`config.mk`:
```
export PLATFORM = sky130hd
export DESIGN_NAME = tx_arbiter
export DESIGN_NICKNAME = d
export VERILOG_FILES = /design/src/rtl/tx_arbiter.sv
export SDC_FILE = /design/constraint.sdc
export NUM_CORES = 1
export LEC_CHECK = 0
export ABC_AREA = 1
export CORE_ASPECT_RATIO = 0.8
export CORE_MARGIN = 5
export CORE_UTILIZATION = 32
export DETAILED_ROUTE_END_ITERATION = 8
export PLACE_DENSITY = 0.66
export SLEW_MARGIN = 5
export SYNTH_ARGS = -nofsm -noshare
export SYNTH_HDL_FRONTEND = slang
export SYNTH_SLANG_ARGS = --single-unit
```
`constraint.sdc`:
```
create_clock -name clk -period 1.6 [get_ports clk]
set_input_delay 0.16 -clock clk [delete_from_list [all_inputs] [get_ports clk]]
set_output_delay 0.16 -clock clk [all_outputs]
set_load 0.02 [all_outputs]
```
`src/rtl/tx_arbiter.sv`:
```
// rtl/tx_arbiter.sv - round-robin arbiter sharing one UART transmit path between NREQ byte requesters
//
// Ports:
//   clk       in   1       system clock
//   rst       in   1       synchronous active-high reset, dominant
//   req       in   NREQ    req[i]=1: requester i presents a byte on its slice
//   req_data  in   8*NREQ  slice i = req_data[8*i+7:8*i]
//   req_last  in   NREQ    byte ends requester i's message (releases the lock)
//   ack       out  NREQ    one-cycle pulse: byte of requester i captured
//   gnt       out  NREQ    one-hot current owner, 0 when idle
//   out_data  out  8       byte to transmitter, held until the next issue
//   out_rdy   out  1       one-cycle strobe to the transmitter
//   tx_rdy    in   1       transmitter ready (1) / busy (0)
//   busy      out  1       arbiter not idle
//   to_err    out  1       sticky: transmitter never went busy after a strobe

module tx_arbiter #(
    parameter int NREQ    = 4,
    parameter int BUSY_TO = 64
) (
    input  logic              clk,
    input  logic              rst,
    input  logic [NREQ-1:0]   req,
    input  logic [8*NREQ-1:0] req_data,
    input  logic [NREQ-1:0]   req_last,
    output logic [NREQ-1:0]   ack,
    output logic [NREQ-1:0]   gnt,
    output logic [7:0]        out_data,
    output logic              out_rdy,
    input  logic              tx_rdy,
    output logic              busy,
    output logic              to_err
);

    localparam int PW = (NREQ > 1) ? $clog2(NREQ) : 1;
    localparam int CW = $clog2(BUSY_TO + 1);

    typedef enum logic [1:0] {
        IDLE,
        ISSUE,
        WAIT_BUSY,
        WAIT_DONE
    } state_t;

    state_t          state;
    logic [PW-1:0]   rr_ptr;
    logic [PW-1:0]   owner;
    logic            lock;
    logic [CW-1:0]   cnt;

    logic [7:0]      slice [NREQ];
    logic            win_found;
    logic [PW-1:0]   win_idx;
    logic [PW-1:0]   cand;

    for (genvar g = 0; g < NREQ; g++) begin : g_slice
        assign slice[g] = req_data[8*g +: 8];
    end

    // Round-robin search starting just after rr_ptr. Walking the offsets from
    // the far end down lets the nearest set request overwrite the others.
    always_comb begin
        win_found = 1'b0;
        win_idx   = '0;
        cand      = '0;
        for (int off = NREQ; off >= 1; off--) begin
            cand = PW'((int'(rr_ptr) + off) % NREQ);
            if (req[cand]) begin
                win_found = 1'b1;
                win_idx   = cand;
            end
        end
    end

    // The strobe, ack and captured byte are registered on entry to ISSUE, so
    // the ISSUE cycle is exactly the cycle in which out_rdy/ack are high.
    always_ff @(posedge clk) begin
        if (rst) begin
            state    <= IDLE;
            gnt      <= '0;
            ack      <= '0;
            out_rdy  <= 1'b0;
            out_data <= 8'h00;
            busy     <= 1'b0;
            to_err   <= 1'b0;
            rr_ptr   <= PW'(NREQ - 1);
            owner    <= '0;
            lock     <= 1'b0;
            cnt      <= '0;
        end else begin
            ack     <= '0;
            out_rdy <= 1'b0;
            case (state)
                IDLE: begin
                    if (tx_rdy && win_found) begin
                        gnt      <= NREQ'(1) << win_idx;
                        ack      <= NREQ'(1) << win_idx;
                        rr_ptr   <= win_idx;
                        owner    <= win_idx;
                        out_rdy  <= 1'b1;
                        out_data <= slice[win_idx];
                        lock     <= ~req_last[win_idx];
                        busy     <= 1'b1;
                        state    <= ISSUE;
                    end else begin
                        gnt  <= '0;
                        busy <= 1'b0;
                    end
                end
                ISSUE: begin
                    cnt   <= '0;
                    state <= WAIT_BUSY;
                end
                WAIT_BUSY: begin
                    // Only a fall of tx_rdy moves on; a high level just waits.
                    if (!tx_rdy) begin
                        state <= WAIT_DONE;
                    end else begin
                        // cnt is one less than the cycles since the strobe, so
                        // the registered flag lands on the BUSY_TO-th cycle.
                        if (int'(cnt) + 2 >= BUSY_TO) begin
                            to_err <= 1'b1;
                            state  <= WAIT_DONE;
                        end
                        if (int'(cnt) < BUSY_TO) begin
                            cnt <= cnt + 1'b1;
                        end
                    end
                end
                WAIT_DONE: begin
                    if (tx_rdy) begin
                        if (lock && req[owner]) begin
                            ack      <= gnt;
                            out_rdy  <= 1'b1;
                            out_data <= slice[owner];
                            lock     <= ~req_last[owner];
                            state    <= ISSUE;
                        end else begin
                            lock  <= 1'b0;
                            gnt   <= '0;
                            busy  <= 1'b0;
                            state <= IDLE;
                        end
                    end
                end
                default: begin
                    state <= IDLE;
                end
            endcase
        end
    end

endmodule
```
==> impl_metrics.xml <==
<?xml version="1.0" encoding="UTF-8"?>
<metrics>
  <group name="power_and_ir_drop">
    <metric name="power_frac_comb" unit="%">74.5</metric>
    <metric name="internal_power" unit="mW">3.850</metric>
    <metric name="p_sw" unit="mW">3.856</metric>
    <metric name="switching_share" unit="%">50.04</metric>
    <metric name="post-layout-total-power" unit="mW">7.706</metric>
    <metric name="clock_share_of_power" unit="%">8.1</metric>
    <metric name="power.sequential.fraction" unit="%">17.3</metric>
    <metric name="p_per_area" unit="mW/mm2">1956</metric>
    <metric name="leakage" unit="nW">1.771</metric>
    <metric name="power.ir.vdd_worst" unit="uV">588.0</metric>
  </group>
  <group name="placed_design">
    <metric name="dpl_cell_area" unit="mm2">0.003323</metric>
    <metric name="dp_hpwl" unit="um">5824</metric>
    <metric name="buffer_ports.inserted" unit="">61</metric>
    <metric name="gpl.final_weighted_congestion" unit="">0.9038</metric>
  </group>
  <group name="timing">
    <metric name="final_critical_path_setup_slack" unit="ns">-0.2173</metric>
    <metric name="report.final.setup_viol" unit="">23</metric>
    <metric name="timing_max_transition_violations_final" unit="">0</metric>
    <metric name="tightest_slew" unit="ns">0.2827</metric>
    <metric name="rsz_0062_raised_after_global_routing" unit="">true</metric>
    <metric name="tns" unit="ns">-3.615</metric>
    <metric name="max_freq" unit="MHz">550.3</metric>
    <metric name="timing.slew.headroom" unit="%">81.10</metric>
    <metric name="worst_clock_skew" unit="ns">0.002531</metric>
    <metric name="post-route-period-util" unit="%">113.6</metric>
    <metric name="hold_viol_final" unit="">0</metric>
    <metric name="finalCriticalPeriod" unit="ns">1.817</metric>
  </group>
  <group name="setup_path">
    <metric name="critPathKind" unit="">flop to flop</metric>
    <metric name="timing.reg2reg.setup_slack" unit="ns">-0.22</metric>
    <metric name="cp_top_family" unit="">simple AND/OR/NAND/NOR gates</metric>
    <metric name="cpPeakStageDelay" unit="ns">0.44</metric>
    <metric name="cp-end-kind" unit="">flop</metric>
    <metric name="critPathArrivalTime" unit="ns">2.03</metric>
    <metric name="slowest_stage" unit="">sky130_fd_sc_hd__dfxtp_4</metric>
    <metric name="timing.critical_path.cells" unit="">inv_8 -&gt; nand2_2 -&gt; nand2_4 -&gt; nand2_2 -&gt; nand2_2 -&gt; buf_4 -&gt; nand2_4 -&gt; nand3_4 -&gt; buf_6 -&gt; nand2_8 -&gt; nand2_1 -&gt; nand2_1 -&gt; nand2_1 -&gt; nand3_1 -&gt; nand2_1 -&gt; a21oi_1</metric>
    <metric name="worstPathBufferInverterCount" unit="">3</metric>
    <metric name="cpMostUsedCell" unit="">sky130_fd_sc_hd__nand2_1</metric>
    <metric name="largest_fanout_of_any_net_on_the_critical_path" unit="">7</metric>
    <metric name="startpoint_type" unit="">flop</metric>
    <metric name="cp.required" unit="ns">1.81</metric>
  </group>
  <group name="synthesis">
    <metric name="synth_flop_cell" unit="">sky130_fd_sc_hd__dfxtp_1</metric>
    <metric name="syn_avg_cell_area" unit="um2">6.025</metric>
    <metric name="async_flop_share" unit="%">0</metric>
    <metric name="synth.top_cell.area_share" unit="%">27.41</metric>
    <metric name="synth_cells" unit="">400</metric>
    <metric name="synth_area_leader_cell" unit="">sky130_fd_sc_hd__dfxtp_1</metric>
    <metric name="synth_enable_flop_cells" unit="">0</metric>
    <metric name="synth-seq-cells" unit="">33</metric>
    <metric name="synthesis.area" unit="mm2">0.002410</metric>
    <metric name="ys_seq_area_share" unit="%">27.41</metric>
    <metric name="net_count_synth" unit="">450</metric>
    <metric name="synth.lib_cells_used.distinct" unit="">29</metric>
    <metric name="synthTopCellsByArea" unit="">sky130_fd_sc_hd__dfxtp_1 (27%), sky130_fd_sc_hd__nand2_1 (19%), sky130_fd_sc_hd__nand3_1 (8.5%)</metric>
    <metric name="yosys_warnings" unit="">0</metric>
  </group>
  <group name="grt">
    <metric name="grt_pass1_wl" unit="um">12970</metric>
    <metric name="grt_pass1_vias" unit="">2859</metric>
    <metric name="global_route.overflow_total" unit="">0</metric>
    <metric name="grt_use_total" unit="%">16.63</metric>
    <metric name="antenna_found_initial" unit="">0</metric>
    <metric name="grt_max_degree" unit="">25</metric>
  </group>
  <group name="route">
    <metric name="post_drt_wl_per_cell" unit="um">14.40</metric>
    <metric name="vias" unit="">3059</metric>
    <metric name="drt_first_pass_iters" unit="">4</metric>
    <metric name="routed_wl" unit="um">8613</metric>
    <metric name="initialDrtViolationCount" unit="">136</metric>
    <metric name="postRouteAntennaNets" unit="">0</metric>
    <metric name="drc_errors" unit="">0</metric>
    <metric name="drt-vias-per-instance" unit="">5.115</metric>
  </group>
  <group name="floorplanning">
    <metric name="die_area" unit="mm2">0.009377</metric>
    <metric name="num_rows" unit="">28</metric>
    <metric name="fp.dieW" unit="um">107.0</metric>
    <metric name="ios" unit="">62</metric>
    <metric name="floorplan.die.height" unit="um">87.62</metric>
    <metric name="core_area" unit="mm2">0.007357</metric>
    <metric name="effective_utilization_at_floorplan" unit="%">32.76</metric>
  </group>
  <group name="job">
    <metric name="maxCapViolCount" unit="">0</metric>
  </group>
  <group name="clock_tree">
    <metric name="clkSlewWorstSetupHoldPaths" unit="ns">0.07</metric>
    <metric name="cts_h_tree_depth" unit="">2</metric>
    <metric name="max-clock-path-buffers" unit="">2</metric>
    <metric name="clock_tree.root_cell" unit="">sky130_fd_sc_hd__clkbuf_8</metric>
    <metric name="clock_insertion_delay_worst_skew" unit="ns">0.28</metric>
    <metric name="total_clock_sinks" unit="">33</metric>
    <metric name="tritoncts" unit="">yes</metric>
    <metric name="tritoncts.num_buffers" unit="">5</metric>
  </group>
  <group name="finish">
    <metric name="num_antenna_cells" unit="">0</metric>
    <metric name="post-route-cell-area" unit="mm2">0.003940</metric>
    <metric name="drive_gt1_share" unit="%">27.56</metric>
    <metric name="final.fill_count" unit="">710</metric>
    <metric name="number_of_nets_in_the_layout" unit="">558</metric>
    <metric name="layout-area-overhead-vs-synth" unit="%">63.50</metric>
    <metric name="sequential_cell_area" unit="um2">670.6</metric>
    <metric name="multi_input_area" unit="mm2">0.001866</metric>
    <metric name="postLayoutCoreUtil" unit="%">53.55</metric>
  </group>
  <group name="run_status">
    <metric name="failed_checks" unit="">negative setup slack</metric>
    <metric name="outcome" unit="">complete, but fails checks</metric>
  </group>
  <group name="min_path">
    <metric name="min_path_type" unit="">flop to flop</metric>
  </group>
</metrics>
-- per-layer routing --
layer / vias up / wire, um / GRT usage [%]
li1: 1532 / - / -
met1: 1418 / 3700 / 21.39
met2: 98 / 4288 / 28.17
met3: 11 / 520 / 3.611
met4: 0 / 104 / 4.878
met5: - / 0 / 0
-- per-stage QoR --
stage | std cells | worst slack (ns) | hold slack, ns
2_1_floorplan | 400 | 0.01249 | 0.3400
5_1_grt | 598 | -0.3303 | 0.4880
4_1_cts | 579 | -0.1169 | 0.4687
3_5_place_dp | 571 | -0.4288 | 0.4597
3_3_place_gp | 571 | -0.3687 | 0.4554
6_report | 598 | -0.2173 | 0.4635
-- power groups by stage --
stage	Sequential (mW)	Combinational, mW	Clock [mW]
floorplan	1.43	2.76	0
global placement	1.30	4.22	0
detailed placement	1.30	4.29	0
CTS	1.29	4.53	0.637
global route	1.36	6.28	0.677
finish	1.33	5.74	0.627
-- what timing repair did --
action | CTS | global route
cloned | 1 | 4
resized for setup | 21 | 79
hold buffers | 0 | 0
pin swaps | 4 | 24
setup buffers | 0 | 15
hold endpoints to repair | 0 | 0
endpoints found under the setup margin | 24 | 30
-- layout make-up --
type / instances / area share [%]
flip-flops and latches: 33 / 17.02
well taps: 90 / 2.858
inverters: 36 / 3.811
repair buffers: 111 / 26.77
clock buffers: 7 / 2.191
multi-input cells: 321 / 47.35
-- path summary, 6_finish.rpt --
check                            startpoint          end  depth (start not counted)
worst max register to register    rr_ptr[0]  out_data[0]                         16
worst max-delay path              rr_ptr[0]  out_data[0]                         16
worst min-delay path            out_data[4]  out_data[4]                          2
worst min register to register  out_data[4]  out_data[4]                          2
-- synth_stat cells, types with 3 or more instances --
cell type	n
sky130_fd_sc_hd__a21oi_1	28
sky130_fd_sc_hd__buf_4	3
sky130_fd_sc_hd__clkbuf_1	7
sky130_fd_sc_hd__dfxtp_1	33
sky130_fd_sc_hd__ha_1	7
sky130_fd_sc_hd__inv_1	30
sky130_fd_sc_hd__inv_2	5
sky130_fd_sc_hd__nand2_1	121
sky130_fd_sc_hd__nand2_2	7
sky130_fd_sc_hd__nand3_1	41
sky130_fd_sc_hd__nand3_4	3
sky130_fd_sc_hd__nand4_1	4
sky130_fd_sc_hd__nor2_1	51
sky130_fd_sc_hd__o211ai_1	3
sky130_fd_sc_hd__o21ai_0	28
sky130_fd_sc_hd__o22ai_1	10
-- layout by cell type (no fill, tap or decap), types with 4 or more instances in the layout --
cell and n:
sky130_fd_sc_hd__a21oi_1 19, sky130_fd_sc_hd__inv_1 28, sky130_fd_sc_hd__o21ai_2 6, sky130_fd_sc_hd__clkbuf_8 6, sky130_fd_sc_hd__inv_2 4, sky130_fd_sc_hd__nand2_1 100, sky130_fd_sc_hd__nand4_1 4, sky130_fd_sc_hd__buf_4 40
sky130_fd_sc_hd__nand3_4 4, sky130_fd_sc_hd__buf_6 7, sky130_fd_sc_hd__nand3_2 10, sky130_fd_sc_hd__a21oi_2 9, sky130_fd_sc_hd__clkdlybuf4s50_1 59, sky130_fd_sc_hd__o22ai_1 10, sky130_fd_sc_hd__nand2_2 15, sky130_fd_sc_hd__nand2_8 4
sky130_fd_sc_hd__ha_1 7, sky130_fd_sc_hd__nand2_4 13, sky130_fd_sc_hd__nor2_2 6, sky130_fd_sc_hd__nor2_1 44, sky130_fd_sc_hd__dfxtp_1 29, sky130_fd_sc_hd__o21ai_0 22, sky130_fd_sc_hd__nand3_1 31
-- cell families (layout without fill, tap and decap cells) --
group	after synthesis	count (layout)	synth area share, %
compound gates	77	77	17.70
xor+xnor	1	1	0.3635
flops	33	33	27.41
simple gates	232	236	41.80
fa+ha+maj	7	7	3.634
buf+inv	50	154	9.087
-- tightest hold or removal path, stage by stage (launching register included) --
cell and delay, ns:
sky130_fd_sc_hd__dfxtp_1 0.31, sky130_fd_sc_hd__nand2_1 0.06, sky130_fd_sc_hd__a21oi_1 0.05
-- registers in the layout, indices dropped and copies added, names as in the netlist, 2 cells and up --
signal and flops:
out_data 8, cnt 7, ack 4, gnt 4, owner 2, rr_ptr 2
state 2
Note: power is estimated with default switching activity, not from simulation.
